### src/rtl/change_dispenser_pkg.sv
// Shared constants and state encoding for the change dispenser.
package change_pkg;

   // Coin denominations paid out, largest first.
   localparam int unsigned C5  = 5;
   localparam int unsigned C10 = 10;
   localparam int unsigned C20 = 20;

   // Default product price in coin units.
   localparam int unsigned PRICE_DEFAULT = 40;

   // Payout controller states.
   typedef enum logic [1:0] {
      ST_IDLE  = 2'd0,
      ST_OFFER = 2'd1,
      ST_DONE  = 2'd2
   } state_t;

endpackage : change_pkg

### src/rtl/change_dispenser_coin_select.sv
// Greedy coin choice: largest denomination that still fits in the remainder.
module coin_select
   import change_pkg::*;
#(
   parameter int SW = 6,
   parameter int CW = 5
) (
   input  logic [SW-1:0] rem,
   output logic [CW-1:0] coin,
   output logic          has_coin
);

   // Pick 20, 10 or 5; anything below 5 cannot be paid.
   always_comb begin
      coin     = {CW{1'b0}};
      has_coin = 1'b0;
      if (rem >= SW'(C20)) begin
         coin     = CW'(C20);
         has_coin = 1'b1;
      end else if (rem >= SW'(C10)) begin
         coin     = CW'(C10);
         has_coin = 1'b1;
      end else if (rem >= SW'(C5)) begin
         coin     = CW'(C5);
         has_coin = 1'b1;
      end else begin
         coin     = {CW{1'b0}};
         has_coin = 1'b0;
      end
   end

endmodule : coin_select

### src/rtl/change_dispenser.sv
// Change dispenser: latches the balance on start, then pays the change
// (or a full refund) one coin per handshake using 20/10/5 greedily.
module change_dispenser
   import change_pkg::*;
#(
   parameter int PRICE = PRICE_DEFAULT,
   parameter int SW    = 6,
   parameter int CW    = 5
) (
   input  logic          clk,
   input  logic          rst,
   input  logic          start,
   input  logic [SW-1:0] saldo,
   output logic [CW-1:0] coin,
   output logic          coin_valid,
   input  logic          coin_ack,
   output logic          busy,
   output logic          done,
   output logic          refund,
   output logic          short,
   output logic [3:0]    count
);

   state_t          state_r;
   state_t          state_s;
   logic [SW-1:0]   rem_r;
   logic [3:0]      count_r;
   logic            refund_r;
   logic            short_r;
   logic [CW-1:0]   sel_coin_s;
   logic            has_coin_s;
   logic            sale_s;
   logic            take_s;

   coin_select #(
      .SW (SW),
      .CW (CW)
   ) u_coin_select (
      .rem      (rem_r),
      .coin     (sel_coin_s),
      .has_coin (has_coin_s)
   );

   // Sale completes only when the balance covers the price.
   assign sale_s = (saldo >= SW'(PRICE));

   // A coin is handed over when it is offered and taken in the same cycle.
   assign take_s = (state_r == ST_OFFER) && has_coin_s && coin_ack;

   // State register; reset abandons any payout immediately.
   always_ff @(posedge clk or posedge rst) begin
      if (rst) begin
         state_r <= ST_IDLE;
      end else begin
         state_r <= state_s;
      end
   end

   // Next-state logic: wait for start, offer coins until nothing payable remains.
   always_comb begin
      state_s = state_r;
      case (state_r)
         ST_IDLE: begin
            if (start) begin
               state_s = ST_OFFER;
            end else begin
               state_s = ST_IDLE;
            end
         end
         ST_OFFER: begin
            if (!has_coin_s) begin
               state_s = ST_DONE;
            end else begin
               state_s = ST_OFFER;
            end
         end
         ST_DONE: begin
            state_s = ST_IDLE;
         end
         default: begin
            state_s = ST_IDLE;
         end
      endcase
   end

   // Datapath: latch amount owed, decrement per paid coin, record short.
   always_ff @(posedge clk or posedge rst) begin
      if (rst) begin
         rem_r    <= {SW{1'b0}};
         count_r  <= 4'd0;
         refund_r <= 1'b0;
         short_r  <= 1'b0;
      end else begin
         case (state_r)
            ST_IDLE: begin
               if (start) begin
                  rem_r    <= sale_s ? (saldo - SW'(PRICE)) : saldo;
                  refund_r <= !sale_s;
                  count_r  <= 4'd0;
                  short_r  <= 1'b0;
               end
            end
            ST_OFFER: begin
               if (take_s) begin
                  rem_r <= rem_r - SW'(sel_coin_s);
                  if (count_r != 4'd15) begin
                     count_r <= count_r + 4'd1;
                  end
               end else if (!has_coin_s) begin
                  // Leaving for DONE: whatever is left (1..4) is unpayable.
                  short_r <= (rem_r != {SW{1'b0}});
               end
            end
            ST_DONE: begin
               rem_r <= rem_r;
            end
            default: begin
               rem_r <= rem_r;
            end
         endcase
      end
   end

   // Outputs: coin offer is gated by OFFER so stale remainders never leak.
   always_comb begin
      coin_valid = (state_r == ST_OFFER) && has_coin_s;
      if (coin_valid) begin
         coin = sel_coin_s;
      end else begin
         coin = {CW{1'b0}};
      end
   end

   assign busy   = (state_r != ST_IDLE);
   assign done   = (state_r == ST_DONE);
   assign refund = refund_r;
   assign short  = short_r;
   assign count  = count_r;

endmodule : change_dispenser

### config.mk
export PLATFORM = sky130hd
export DESIGN_NAME = change_dispenser
export DESIGN_NICKNAME = d
export VERILOG_FILES = /design/src/rtl/change_dispenser_pkg.sv /design/src/rtl/change_dispenser_coin_select.sv /design/src/rtl/change_dispenser.sv
export SDC_FILE = /design/constraint.sdc
export NUM_CORES = 1
export LEC_CHECK = 0
export CORE_AREA = 3 3 50 52
export CTS_CLUSTER_DIAMETER = 150
export DETAILED_ROUTE_END_ITERATION = 6
export DIE_AREA = 0 0 53 55
export PLACE_DENSITY = 0.88
export SYNTH_ARGS = -nofsm -noshare
export SYNTH_HDL_FRONTEND = slang
export SYNTH_SLANG_ARGS = --single-unit
### constraint.sdc
create_clock -name clk -period 5.8 [get_ports clk]
set_input_delay 1.16 -clock clk [delete_from_list [all_inputs] [get_ports clk]]
set_output_delay 1.16 -clock clk [all_outputs]
set_load 0.03 [all_outputs]
==> impl_metrics.yaml, run 1 <==
drt:
  drt_iter0_drc: 12
  postRouteAntennaNets: 0
  drc: 0
  wl_um: 2490
  first_pass_iters: 4
  vias_per_cell: 5.60
  wl_per_cell_um: 13.9
  via_count: 1003
sta:
  max_clock_freq_ghz: 0.273
  worst_pin_slew_ns: 0.680
  slew_violations: 0
  skew_ns: 0.00294
  setup_viol: 0
  min_period_over_period_pct: 63.1
  period_minus_slack_ns: 3.66
  slew_headroom_pct: 54.2
  setup_tns_ns: 0
  rsz0062_at_grt: "no"
  hold_viol_final: 0
cts:
  root_buffer: "clkbuf_4"
  cts_setup_buffers: 0
  clock_insertion_delay_worst_skew_ns: 0.28
  cts.sinks: 14
  path_clk_slew_ns: 0.09
  cts_buffers: 3
  clock_path_buffers: 2
  h-tree-depth: 1
  postCtsHoldBufs: 0
  tritoncts: "done"
  cts_resized: 0
final_layout:
  finish.utilization_pct: 63.4
  fillers: 188
  final-seq-area_um2: 350
  n_antenna_cell: 0
  drive_gt1_share_pct: 8.61
  nets: 170
  synthToLayoutAreaGrowth_pct: 26.4
  multiInputGateArea_um2: 653
flow_run:
  maxCapViolations: 0
yosys:
  syn_area_mm2: 0.00108
  synth_warnings: 0
  yosys.area.top_type: "dfrtp_1"
  synth-seq-cells: 14
  yosys-top-cells-area: "dfrtp_1 (33%), ha_1 (8.1%), a21oi_1 (5.1%)"
  syn_inst: 127
  avgSynthCellArea_um2: 8.48
  synth_cell_types: 38
  synth-seq-area-share_pct: 32.5
  synth_nets: 145
  synth_top_cell_area_share_pct: 32.5
floorplan:
  pin_count: 24
  die-area_mm2: 0.00292
  initial_core_util_pct: 50.1
  die_x_um: 53
  coreArea_mm2: 0.00215
  die_h_um: 55
  row_count: 17
place:
  routabilityCongestion: 0.872
  port_buffers: 23
  dp_hpwl_um: 1900
worst_setup_path:
  cp-start-kind: "flip-flop"
  critPathCaptureType: "output port"
  cp.arrival_ns: 2.50
  path_max_fanout: 10
  criticalPathCategory: "flip-flop to output port"
  worstPathRequired_ns: 4.64
global_route:
  grt_max_degree: 15
  antenna_found_initial: 0
  grt_use_total_pct: 19.4
  grt_pass1_vias: 939
  grt_pass1_wl_um: 4080
  overflow: 0
status:
  run_status: "finished clean"
worst_hold_path:
  hp-class: "flip-flop to flip-flop"
==> cell usage after synthesis <==
library cell,instances
inv_2,1
buf_2,2
ha_1,7
a21oi_1,11
and2b_2,1
a311o_1,1
a2bb2oi_1,1
or2_2,1
dfrtp_1,14
nor2_1,14
nor4b_2,1
nand3b_1,2
or2b_1,1
fa_1,1
a211oi_1,2
nor2b_1,2
mux2_4,2
inv_1,14
o21a_1,2
xnor2_1,1
nand3_1,4
and2_1,2
o211a_1,1
and4_1,2
o21ai_0,4
and3_1,1
nand2_1,12
a41o_1,1
o211ai_1,3
mux2i_1,3
nand2_2,1
a211oi_4,1
a31oi_1,2
nor3_1,4
o2111ai_1,2
o21ai_2,1
buf_4,1
nand4_1,1
==> stage by stage <==
| step | worst slack (ns) | hold slack [ns] | std cells | instance area (µm²) |
|---|---|---|---|---|
| floorplan | 2.85 | 0.539 | 127 | 1080 |
| global placement | 2.51 | 0.487 | 175 | 1330 |
| detailed placement | 2.45 | 0.485 | 175 | 1330 |
| CTS | 2.14 | 0.510 | 179 | 1360 |
| global route | 1.91 | 0.547 | 179 | 1360 |
| finish | 2.14 | 0.503 | 179 | 1360 |
==> sequential cells by signal (all words and copies together), names as in the netlist <==
name and count:
count 4, refund 1, short 1, rem_r 6, state_r 2
==> layer usage <==
metal	global-route usage (%)	share of wire [%]	vias to the layer above
met5	0	0	-
met4	12.8	4.7	0
met3	2.14	4.7	11
met2	33.5	46	37
met1	22.9	45	452
li1	-	-	503
==> logic make-up (layout without fill, tap and decap cells) <==
group / count (synthesis) / after routing / synth area share, %
AND/OR/NAND/NOR: 49 / 49 / 23.3
flip-flops: 14 / 14 / 32.5
adder cells (fa/ha/maj): 8 / 8 / 9.99
buffers and inverters: 18 / 42 / 6.85
multiplexers: 5 / 5 / 5.58
AO/OA/AOI/OAI: 32 / 32 / 20.9
XOR/XNOR: 1 / 1 / 0.813
==> final timing paths <==
check / from / endpoint / slack (ns) / depth (start not counted)
worst max-delay path: state_r[0]$_DFF_PP0_ / coin[0] / 2.14 / 5
worst min-delay path: refund$_DFFE_PP0P_ / refund$_DFFE_PP0P_ / 0.50 / 1
worst max register to register: rem_r[1]$_DFFE_PP0P_ / rem_r[4]$_DFFE_PP0P_ / 3.19 / 9
worst min register to register: refund$_DFFE_PP0P_ / refund$_DFFE_PP0P_ / 0.50 / 1
max in group asynchronous: rst / rem_r[1]$_DFFE_PP0P_ / 4.21 / 2
min in group asynchronous: rst / short$_DFFE_PP0P_ / 1.22 / 2
==> cells in the final DEF (no fill, tap or decap), types with 2 or more instances in the layout <==
cell and n:
inv_1 14, nor2b_1 2, mux2_4 2, o21ai_0 4, nand3_1 4, mux2i_1 3, a31oi_1 2, a211oi_1 2
a21oi_1 11, and4_1 2, clkbuf_4 3, o2111ai_1 2, nand2_1 12, dfrtp_1 14, ha_1 7, and2_1 2
nor2_1 14, nor3_1 4, o211ai_1 3, nand3b_1 2, o21a_1 2, clkdlybuf4s50_1 23
==> final cells by class <==
type / instances / share of cell area, %
well taps: 28 / 2.57
multi-input cells: 95 / 48.0
flip-flops and latches: 14 / 25.7
inverters: 15 / 4.14
clock buffers: 4 / 2.67
repair buffers: 23 / 16.9
==> critical path, cell delays in order, from the launching register on <==
cell             delay [ns]
dfrtp_1                0.43
nor2b_1                0.59
nand2_1                0.21
inv_2                  0.13
and4_1                 0.19
clkdlybuf4s50_1        0.66
Power of run 1 is not shown: default switching activity piles up to over one toggle a cycle in this logic, so the estimate is an artifact.
==> run 2: changes to the inputs <==
--- a/config.mk
+++ b/config.mk
@@ -5,11 +5,11 @@
 export SDC_FILE = /design/constraint.sdc
 export NUM_CORES = 1
 export LEC_CHECK = 0
-export CORE_AREA = 3 3 50 52
+export CORE_AREA = 3 3 51 53
 export CTS_CLUSTER_DIAMETER = 150
 export DETAILED_ROUTE_END_ITERATION = 6
-export DIE_AREA = 0 0 53 55
-export PLACE_DENSITY = 0.88
+export DIE_AREA = 0 0 54 56
+export PLACE_DENSITY = 0.85
 export SYNTH_ARGS = -nofsm -noshare
 export SYNTH_HDL_FRONTEND = slang
 export SYNTH_SLANG_ARGS = --single-unit
==> constraint.sdc (replaced) <==
create_clock -name clk -period 3.6 [get_ports clk]
set_input_delay 0.72 -clock clk [delete_from_list [all_inputs] [get_ports clk]]
set_output_delay 0.72 -clock clk [all_outputs]
set_load 0.03 [all_outputs]
==> impl_metrics.yaml, run 2 (synthesis gave the netlist of run 1 again) <==
status:
  run_status: "finished clean"
floorplan:
  initial_core_util_pct: 49.2
  die-area_mm2: 0.00302
  row_count: 17
  coreArea_mm2: 0.00219
  die_x_um: 54
  pin_count: 24
  die_h_um: 56
worst_setup_path:
  timing.rr.end: "rem_r[4]$_DFFE_PP0P_"
  crit_end: "coin[2]"
  slowest_delay_ns: 0.67
  reg2reg_from: "rem_r[1]$_DFFE_PP0P_"
  worstPathRequired_ns: 2.88
  slowest_stage: "clkdlybuf4s50_1"
  criticalPathCategory: "flip-flop to output port"
  crit_cells: 5
  worst-path-buf-inv: 1
  crit_start: "rem_r[1]$_DFFE_PP0P_"
  worst-r2r-cell-count: 9
  rrSetupSlack_ns: 0.83
  crit_chain: "o21ai_0 > nor2_1 > o21ai_0 > and2_1 > clkdlybuf4s50_1"
  path_common_cell: "o21ai_0"
  crit_family: "compound AO/OA/AOI/OAI gates"
  path_max_fanout: 6
  cp.arrival_ns: 2.64
  critPathCaptureType: "output port"
  cp-start-kind: "flip-flop"
sta:
  setup_viol: 0
  worst_pin_slew_ns: 0.763
  skew_ns: 0.000767
  setup_tns_ns: 0
  max_clock_freq_ghz: 0.297
  min_period_over_period_pct: 93.4
  rsz0062_at_grt: "no"
  hold_viol_final: 0
  slew_violations: 0
  slew_headroom_pct: 48.6
  period_minus_slack_ns: 3.36
final_layout:
  mostFrequentLayoutCells: "clkdlybuf4s50_1 (23), nor2_1 (14), inv_1 (14), dfrtp_1 (14), nand2_1 (12)"
  largest_register: "rem_r"
  synthToLayoutAreaGrowth_pct: 27.1
  largest_reg_flops: 6
  n_antenna_cell: 0
  nets: 171
  final_common_cell: "clkdlybuf4s50_1"
  drive_gt1_share_pct: 9.21
global_route:
  grt_use_total_pct: 20.3
  grt_max_degree: 15
  overflow: 0
  grt_pass1_vias: 1065
  grt_pass1_wl_um: 4490
  antenna_found_initial: 0
drt:
  drc: 0
  first_pass_iters: 4
  wl_um: 2600
  wl_per_cell_um: 14.4
  postRouteAntennaNets: 0
  drt_iter0_drc: 19
  vias_per_cell: 5.79
  via_count: 1042
worst_hold_path:
  holdPathStages: 1
  hp-class: "flip-flop to flip-flop"
  worstHoldStart: "refund$_DFFE_PP0P_"
cts:
  root_buffer: "clkbuf_4"
  cts_buffers: 3
  tritoncts: "done"
  cts_setup_buffers: 0
  path_clk_slew_ns: 0.09
  postCtsHoldBufs: 0
  clock_insertion_delay_worst_skew_ns: 0.28
  clock_path_buffers: 2
  cts.sinks: 14
  cts_resized: 0
  h-tree-depth: 1
place:
  port_buffers: 23
  dp_hpwl_um: 2070
  routabilityCongestion: 0.913
flow_run:
  maxCapViolations: 0
[run 2: worst min path at each step]
stage                                 to  slack [ns]
floorplan           rem_r[0]$_DFFE_PP0P_        0.54
global placement      refund$_DFFE_PP0P_        0.48
detailed placement    refund$_DFFE_PP0P_        0.49
CTS                   refund$_DFFE_PP0P_        0.51
global route          refund$_DFFE_PP0P_        0.57
finish                refund$_DFFE_PP0P_        0.51
[run 2: layer usage]
metal | wire length (µm) | vias to the layer above | track usage, % | share of wire [%]
met1 | 1080 | 481 | 23.6 | 41
li1 | - | 503 | - | -
met2 | 1210 | 45 | 31.8 | 47
met5 | 0 | - | 0 | 0
met4 | 124 | 0 | 13.2 | 4.8
met3 | 189 | 13 | 4.83 | 7.3
[run 2: final cells by class]
cell class	count	area, µm²
Fill cell	203	822
Tap cell	28	35.0
Timing Repair Buffer	24	238
Sequential cell	14	350
Clock buffer	4	36.3
Multi-Input combinational cell	95	653
Inverter	15	56.3
[run 2: worst register-to-register path, delay by kind of cell, from the launching register on]
family / cells / cell delay, ns
AOI/OAI and AO/OA: 3 / 1.01
adders and majority gates: 1 / 0.40
DFF: 1 / 0.47
and+or+nand+nor: 5 / 0.76
[run 2: metrics by stage]
| step | instances | worst slack, ns | hold slack, ns | instance area [µm²] | util [%] |
|---|---|---|---|---|---|
| floorplan | 127 | 1.09 | 0.539 | 1080 | - |
| global placement | 176 | 0.786 | 0.480 | 1330 | 60.8 |
| detailed placement | 176 | 0.535 | 0.486 | 1330 | 60.8 |
| CTS | 180 | 0.223 | 0.512 | 1370 | 62.5 |
| global route | 180 | 0.0556 | 0.568 | 1370 | 62.5 |
| finish | 180 | 0.236 | 0.508 | 1370 | 62.5 |
Power of run 2 is left out for the same reason.
